$ cat src/rtl/result_out_sequencer.sv
// rtl/result_out_sequencer.sv - buffers core result words and drains them on the out/out_valid protocol
// Frame length is latched at frame start; a watchdog bounds the wait for done.
module result_out_sequencer #(
  parameter int DATA_W  = 32,
  parameter int DEPTH   = 8,
  parameter int LAT_MAX = 150,
  localparam int LEN_W  = $clog2(DEPTH + 1),
  localparam int WD_W   = $clog2(LAT_MAX + 1)
) (
  input  logic              clk_i,
  input  logic              rst_i,
  input  logic              in_valid_i,
  input  logic [LEN_W-1:0]  len_i,
  input  logic              wr_en_i,
  input  logic [DATA_W-1:0] wr_data_i,
  input  logic              done_i,
  output logic              out_valid_o,
  output logic [DATA_W-1:0] out_o,
  output logic              busy_o,
  output logic              timeout_o,
  output logic [2:0]        err_o
);
  localparam int IDX_W = (DEPTH > 1) ? $clog2(DEPTH) : 1;
  localparam logic [LEN_W-1:0] DEPTH_L = LEN_W'(DEPTH);
  localparam logic [WD_W-1:0]  LAT_L   = WD_W'(LAT_MAX);

  typedef enum logic [1:0] {S_IDLE, S_RECV, S_WAIT, S_DRAIN} state_e;

  state_e              state_q, state_d;
  logic [LEN_W-1:0]    len_q, len_d;
  logic [LEN_W-1:0]    wr_ptr_q, wr_ptr_d;
  logic [LEN_W-1:0]    rd_ptr_q, rd_ptr_d;
  logic [WD_W-1:0]     wd_q, wd_d;
  logic [DEPTH-1:0]    slot_vld_q, slot_vld_d;
  logic                out_valid_q, out_valid_d;
  logic [DATA_W-1:0]   out_q, out_d;
  logic                busy_q, busy_d;
  logic                timeout_q, timeout_d;
  logic [2:0]          err_q, err_d;
  logic [DATA_W-1:0]   buf_q [DEPTH];
  logic                wr_fire;
  logic [LEN_W-1:0]    len_clamp;
  logic [IDX_W-1:0]    wr_idx, rd_idx;

  assign wr_idx = wr_ptr_q[IDX_W-1:0];
  assign rd_idx = rd_ptr_q[IDX_W-1:0];

  always_comb begin
    len_clamp = len_i;
    if (len_i == '0) begin
      len_clamp = LEN_W'(1);
    end else if (len_i > DEPTH_L) begin
      len_clamp = DEPTH_L;
    end
  end

  always_comb begin
    state_d     = state_q;
    len_d       = len_q;
    wr_ptr_d    = wr_ptr_q;
    rd_ptr_d    = rd_ptr_q;
    wd_d        = wd_q;
    slot_vld_d  = slot_vld_q;
    out_valid_d = 1'b0;
    out_d       = '0;
    timeout_d   = timeout_q;
    err_d       = err_q;
    wr_fire     = 1'b0;

    // Writes are accepted while the frame is open, including the cycle done arrives.
    if ((state_q == S_RECV || state_q == S_WAIT) && wr_en_i) begin
      if (wr_ptr_q == len_q) begin
        err_d[0] = 1'b1;
      end else begin
        wr_fire            = 1'b1;
        slot_vld_d[wr_idx] = 1'b1;
        wr_ptr_d           = wr_ptr_q + LEN_W'(1);
      end
    end

    case (state_q)
      S_IDLE: begin
        if (in_valid_i) begin
          state_d    = S_RECV;
          len_d      = len_clamp;
          wr_ptr_d   = '0;
          rd_ptr_d   = '0;
          slot_vld_d = '0;
          timeout_d  = 1'b0;
          err_d      = '0;
        end
      end
      S_RECV: begin
        if (!in_valid_i) begin
          state_d = S_WAIT;
          wd_d    = '0;
        end
      end
      S_WAIT: begin
        if (done_i) begin
          state_d  = S_DRAIN;
          rd_ptr_d = '0;
        end else if (wd_q == LAT_L) begin
          timeout_d = 1'b1;
          state_d   = S_IDLE;
        end else begin
          wd_d = wd_q + WD_W'(1);
        end
      end
      S_DRAIN: begin
        // A new frame arriving mid-drain wins; ovl stays set so the collision is visible.
        if (in_valid_i) begin
          state_d    = S_RECV;
          len_d      = len_clamp;
          wr_ptr_d   = '0;
          rd_ptr_d   = '0;
          slot_vld_d = '0;
          timeout_d  = 1'b0;
          err_d      = 3'b100;
        end else begin
          out_valid_d = 1'b1;
          if (slot_vld_q[rd_idx]) begin
            out_d = buf_q[rd_idx];
          end else begin
            err_d[1] = 1'b1;
          end
          rd_ptr_d = rd_ptr_q + LEN_W'(1);
          if (rd_ptr_q + LEN_W'(1) == len_q) begin
            state_d = S_IDLE;
          end
        end
      end
      default: state_d = S_IDLE;
    endcase

    busy_d = (state_d != S_IDLE);
  end

  always_ff @(posedge clk_i) begin
    if (rst_i) begin
      state_q     <= S_IDLE;
      len_q       <= '0;
      wr_ptr_q    <= '0;
      rd_ptr_q    <= '0;
      wd_q        <= '0;
      slot_vld_q  <= '0;
      out_valid_q <= 1'b0;
      out_q       <= '0;
      busy_q      <= 1'b0;
      timeout_q   <= 1'b0;
      err_q       <= '0;
    end else begin
      state_q     <= state_d;
      len_q       <= len_d;
      wr_ptr_q    <= wr_ptr_d;
      rd_ptr_q    <= rd_ptr_d;
      wd_q        <= wd_d;
      slot_vld_q  <= slot_vld_d;
      out_valid_q <= out_valid_d;
      out_q       <= out_d;
      busy_q      <= busy_d;
      timeout_q   <= timeout_d;
      err_q       <= err_d;
    end
  end

  // Slot contents need no reset: the slot-valid bits gate every read.
  always_ff @(posedge clk_i) begin
    if (wr_fire) begin
      buf_q[wr_idx] <= wr_data_i;
    end
  end

  assign out_valid_o = out_valid_q;
  assign out_o       = out_q;
  assign busy_o      = busy_q;
  assign timeout_o   = timeout_q;
  assign err_o       = err_q;

endmodule

$ cat config.mk
export PLATFORM = sky130hd
export DESIGN_NAME = result_out_sequencer
export DESIGN_NICKNAME = d
export VERILOG_FILES = /design/src/rtl/result_out_sequencer.sv
export SDC_FILE = /design/constraint.sdc
export NUM_CORES = 1
export LEC_CHECK = 0
export CAP_MARGIN = 40
export CORE_MARGIN = 2
export CORE_UTILIZATION = 30
export DETAILED_ROUTE_END_ITERATION = 8
export HOLD_SLACK_MARGIN = 0.1
export PLACE_DENSITY = 0.49
export SYNTH_ARGS = -nofsm -noshare
export SYNTH_HDL_FRONTEND = slang
export SYNTH_SLANG_ARGS = --single-unit
$ cat constraint.sdc
create_clock -name clk_i -period 12.1 [get_ports clk_i]
set_clock_uncertainty 0.05 [all_clocks]
set_input_delay 3.025 -clock clk_i [delete_from_list [all_inputs] [get_ports clk_i]]
set_output_delay 3.025 -clock clk_i [all_outputs]
set_load 0.03 [all_outputs]
# After elaboration in Yosys (flattened, before gate mapping)
# Memories as Yosys holds them, arrays and structs flattened. A register that Yosys moved wholly into a read port is not among the register bits.
# Index checks and enable logic that the tools add are counted.
[word_totals]
register_bits = 36
latch_bits = 0
ram_bits = 256
rom_bits = 0
inputBits = 41
wordCells = 103
mem_count = 1
[memory_table]
columns = ["name", "depth", "word_bits", "read_ports", "rd_clocked_by_memory_dff", "wr", "line_no", "rtl"]
rows = [
  ["buf_q", 8, 32, 1, 1, 1, "40", "logic [DATA_W-1:0] buf_q [DEPTH];"],
]
[classes]
addsub = 3
mul = 0
div = 0
magnitude_cmp = 4
n_eq_ne = 15
shifts = 0
mux = 46
bitwise_logic = 3
reduce_logical = 19
[op_table]
columns = ["cell", "n"]
rows = [
  ["8-bit two-way mux", 7],
  ["4-bit two-way mux", 9],
  ["1-bit two-way mux", 16],
  ["8-bit one-hot mux with 2 select lines", 1],
  ["2-bit two-way mux", 6],
  ["2-bit != test (second input constant)", 6],
  ["4-bit one-hot mux with 3 select lines", 1],
  ["3-bit AND reduction", 3],
  ["4-bit by 1-bit adder with 4-bit output (second input constant)", 2],
  ["8-bit by 1-bit adder with 8-bit output (second input constant)", 1],
  ["4-bit equality test", 2],
  ["8-bit equality test (second input constant)", 1],
  ["3-bit by 4-bit < comparator with 1-bit output (second input constant)", 2],
  ["8-bit bitwise OR", 1],
  ["2-bit one-hot mux with 4 select lines", 1],
  ["4-bit AND reduction", 2],
  ["2-bit nonzero test", 4],
  ["3-bit one-hot mux with 2 select lines", 1],
  ["2-bit equality test (second input constant)", 2],
  ["4-bit > comparator (second input constant)", 1],
  ["4-bit zero test", 1],
  ["2-bit by 1-bit != test with 1-bit output (second input constant)", 2],
  ["2-bit OR reduction", 2],
  ["4-bit OR reduction", 1],
  ["other kinds (13)", 15],
]

# Depth between registers and ports, before layout
[logic_depth]
word_depth = 9
mapped_depth = 8

# Worst setup path before layout
# OpenSTA, ideal clock, no wires.
[synth_path]
path_kind = "input to register"
from = "input wr_en_i"
to = "memory buf_q[0][0] (enable)"
setup_time_ps = 463
arrival_ps = 5732
t_required_ps = 11587
setup_slack_ps = 5854
cell_stages = 4
path_buffers = 0
cell_sequence = "nand2_1 -> a41oi_4 -> nand2b_2 -> nor3_1"
[synth_via]
elab_chain_cells = 4
[synth_lines]
columns = ["element", "line_no", "rtl"]
rows = [
  ["from (decl)", "14", "input logic wr_en_i,"],
  ["1-bit logical AND", "71", "if ((state_q == S_RECV || state_q == S_WAIT) && wr_en_i) begin"],
  ["1-bit two-way mux", "71", ""],
  ["1-bit two-way mux", "169", "if (wr_fire) begin"],
  ["1-bit two-way mux (implied by the code)", "170", "buf_q[wr_idx] <= wr_data_i;"],
  ["to (decl)", "40", ""],
]
# No other way between the ends.

# Worst setup path after layout
[layout_path]
from = "input wr_en_i"
to = "memory buf_q[4][30] (enable)"
# Same word-level chain as after synthesis.

==> impl_metrics.tcl <==
set metrics [dict create \
    grt_pass1_vias 6278 \
    port_buffers 78 \
    ios 79 \
    initial_core_util 0.303 \
    drc 0 \
    die_y_um 207 \
    cts_made_buffers 37 \
    rsz0062_at_grt "false" \
    area_growth_pct 21.6 \
    cpMaxStageDelayCell "clkdlybuf4s50_1" \
    tritoncts "yes" \
    relSlewSlack 0.514 \
    ys_ff_latch 324 \
    fin_tns_setup_ps 0 \
    grt_first_pass_wirelength_um 38400 \
    grt_max_degree 44 \
    vdd_drop_max_mv 0.0984 \
    syn-num-nets 722 \
    worst_setup_path_start_kind "input pin" \
    hold_path.class "reg -> reg" \
    drt_iter0_markers 366 \
    hold_violations 0 \
    max_stage_delay_ps 490 \
    wl_per_cell_um 18.8 \
    synth_edf_count 256 \
    path_clk_slew_ps 60 \
    cts-resized-gates 0 \
    finalPower_mw 2.55 \
    crit_family "buffers and inverters" \
    cts_sinks 324 \
    yosys_warnings 0 \
    finalInstanceArea_sq_um 15000 \
    setup_viol 0 \
    drv_slew 0 \
    cts_max_level 2 \
    period_share 0.390 \
    via_count 6054 \
    routed_via_density 4.56 \
    overflow 0 \
    outcome "completed" \
    path_cells "clkdlybuf4s50_1, nand2_1, a41oi_4, nand2_1, nor3_4, buf_4" \
    crit_arrival_ps 4830 \
    postSynthCellCount 672 \
    synth.distinct_cells 50 \
    cts_root_buf "clkbuf_16" \
    synth_area_leaders "edfxtp_1, mux4_2, dfxtp_1" \
    synth.avg_cell_area_sq_um 18.4 \
    num_rows 74 \
    yosysTopAreaCell "edfxtp_1" \
    core_sq_um 40700 \
    period_minus_slack_ps 4720 \
    powerDensity_nw_per_um2 170 \
    wirelength_um 25000 \
    cellLeakagePower_nw 4.65 \
    ys_seq_area_frac 0.732 \
    hpwl_um 14200 \
    synthArstFlopShare 0 \
    diodes 0 \
    netlist.area_leader.share 0.622 \
    grt_use_total 0.120 \
    cp_data_required_time_ps 12200 \
    syn-cell-area_sq_um 12400 \
    clockBufferDepth 3 \
    drv_cap 0 \
    tightestPinTransition_ps 729 \
    cp_max_fo 33 \
    post-cts-setup-buffers 0 \
    final_net_count 819 \
    n_fill_cell 3811 \
    crit_buf_inv 2 \
    whs_ps 412 \
    gp_congestion 0.718 \
    clk_latency_ps 520 \
    antenna_found_initial 0 \
    fp.dieArea_sq_um 42800 \
    cp-end-kind "flip-flop" \
    placed_cell_area_sq_um 13800 \
    die_width_um 207 \
    cts_hold_buf 0 \
    cp_common_cell "nand2_1" \
    worstSetupPathType "in -> reg" \
    ant_nets 0 \
    fmax_mhz 212 \
    drtPass1Iterations 4 \
    synth_ff_type "edfxtp_1" \
    drive_above_1_share 0.191 \
]
-- cells by family after synthesis --
logic type      after synthesis  synth area share
flops                       324             0.732
mux                         104             0.149
xor+xnor                     19            0.0141
compound gates               43            0.0251
fa+ha+maj                     9           0.00911
buf+inv                      42            0.0198
simple gates                131            0.0505
-- state kept, by name (all words and copies together), names as in the netlist --
name / count
len_q: 4
out_valid_o: 1
busy_o: 1
slot_vld_q: 8
wr_ptr_q: 4
buf_q: 256
out_o: 32
timeout_o: 1
rd_ptr_q: 4
err_o: 3
state_q: 2
wd_q: 8
-- layout by cell type, fill, tap and decap left out, types with 3 or more instances in the layout --
cell             synthesis  layout
bufinv_16                0       5
ha_1                     9       9
nor3b_1                  3       3
inv_1                    8       8
nand2_1                 16      16
a21oi_1                 10      10
clkbuf_16                0      39
dfxtp_1                 68      65
nand4_1                  4       4
and3_1                   3       3
clkdlybuf4s50_1          0      78
xor2_1                   5       5
nand2b_1                 3       3
xnor2_1                 13      13
o21ai_0                  7       7
a22oi_1                  3       3
nor2b_1                  3       3
nor2_4                   0       5
clkinv_1                 0       8
nor3_1                   5       4
a211oi_1                 3       3
nand3_1                  8       8
edfxtp_1               256     256
nand3b_1                 4       4
nor2_1                  70      65
clkinv_2                 0       6
mux4_2                  64      64
clkbuf_1                 6       5
mux2i_1                 39      39
buf_4                    3      12
o21a_1                   8       8
-- power breakdown --
part | total, mW | internal [mW] | switching [mW]
sequential | 1.24 | 1.22 | 0.0144
combinational | 0.178 | 0.0735 | 0.104
clock | 1.13 | 0.694 | 0.438
total | 2.55 | 1.99 | 0.556
-- path summary, 6_finish.rpt --
check,start,to,slack (ps),depth (start not counted)
max,wr_en_i,buf_q[4][30]$_DFFE_PP_,7380,6
min,slot_vld_q[5]$_SDFF_PP0_,slot_vld_q[5]$_SDFF_PP0_,410,1
min reg2reg,slot_vld_q[5]$_SDFF_PP0_,slot_vld_q[5]$_SDFF_PP0_,410,1
max reg2reg,rd_ptr_q[1]$_SDFFE_PP0P_,out_o[2]$_SDFF_PP0_,9140,7
-- final cells by class --
| class | count | area, sq um | area share |
|---|---|---|---|
| clock inverters | 23 | 243 | 0.0162 |
| inverters | 8 | 30.0 | 0.00200 |
| well taps | 532 | 666 | 0.0443 |
| repair buffers | 92 | 918 | 0.0611 |
| multi-input cells | 306 | 3110 | 0.207 |
| clock buffers | 44 | 995 | 0.0662 |
| flip-flops and latches | 324 | 9060 | 0.603 |
-- cell usage after synthesis (2+ instances only) --
cell	number
edfxtp_1	256
nor2_1	70
dfxtp_1	68
mux4_2	64
mux2i_1	39
nand2_1	16
xnor2_1	13
buf_2	12
a21oi_1	10
ha_1	9
buf_6	8
inv_1	8
nand3_1	8
o21a_1	8
o21ai_0	7
clkbuf_1	6
nor3_1	5
xor2_1	5
buf_1	4
nand3b_1	4
nand4_1	4
a211oi_1	3
a22oi_1	3
and3_1	3
buf_4	3
nand2b_1	3
nor2b_1	3
nor3b_1	3
a221oi_1	2
a311o_1	2
and2_1	2
o21ai_1	2
or2_2	2
-- through the flow --
stage | cells | setup slack, ps | util
global route | 1329 | 7310 | 0.369
floorplan | 672 | 5850 | -
detailed placement | 1262 | 6830 | 0.338
CTS | 1329 | 7360 | 0.369
finish | 1329 | 7380 | 0.369
global placement | 1260 | 6820 | 0.337
-- routing by layer --
layer | global-route usage | routed length [um] | up-vias | part of all wire
met1 | 0.169 | 12200 | 3101 | 0.49
met5 | 0 | 0 | - | 0
met3 | 0.0265 | 1040 | 35 | 0.041
met2 | 0.185 | 11400 | 102 | 0.45
li1 | - | - | 2816 | -
met4 | 0.0360 | 471 | 0 | 0.019
(Power assumes the default switching activity.)
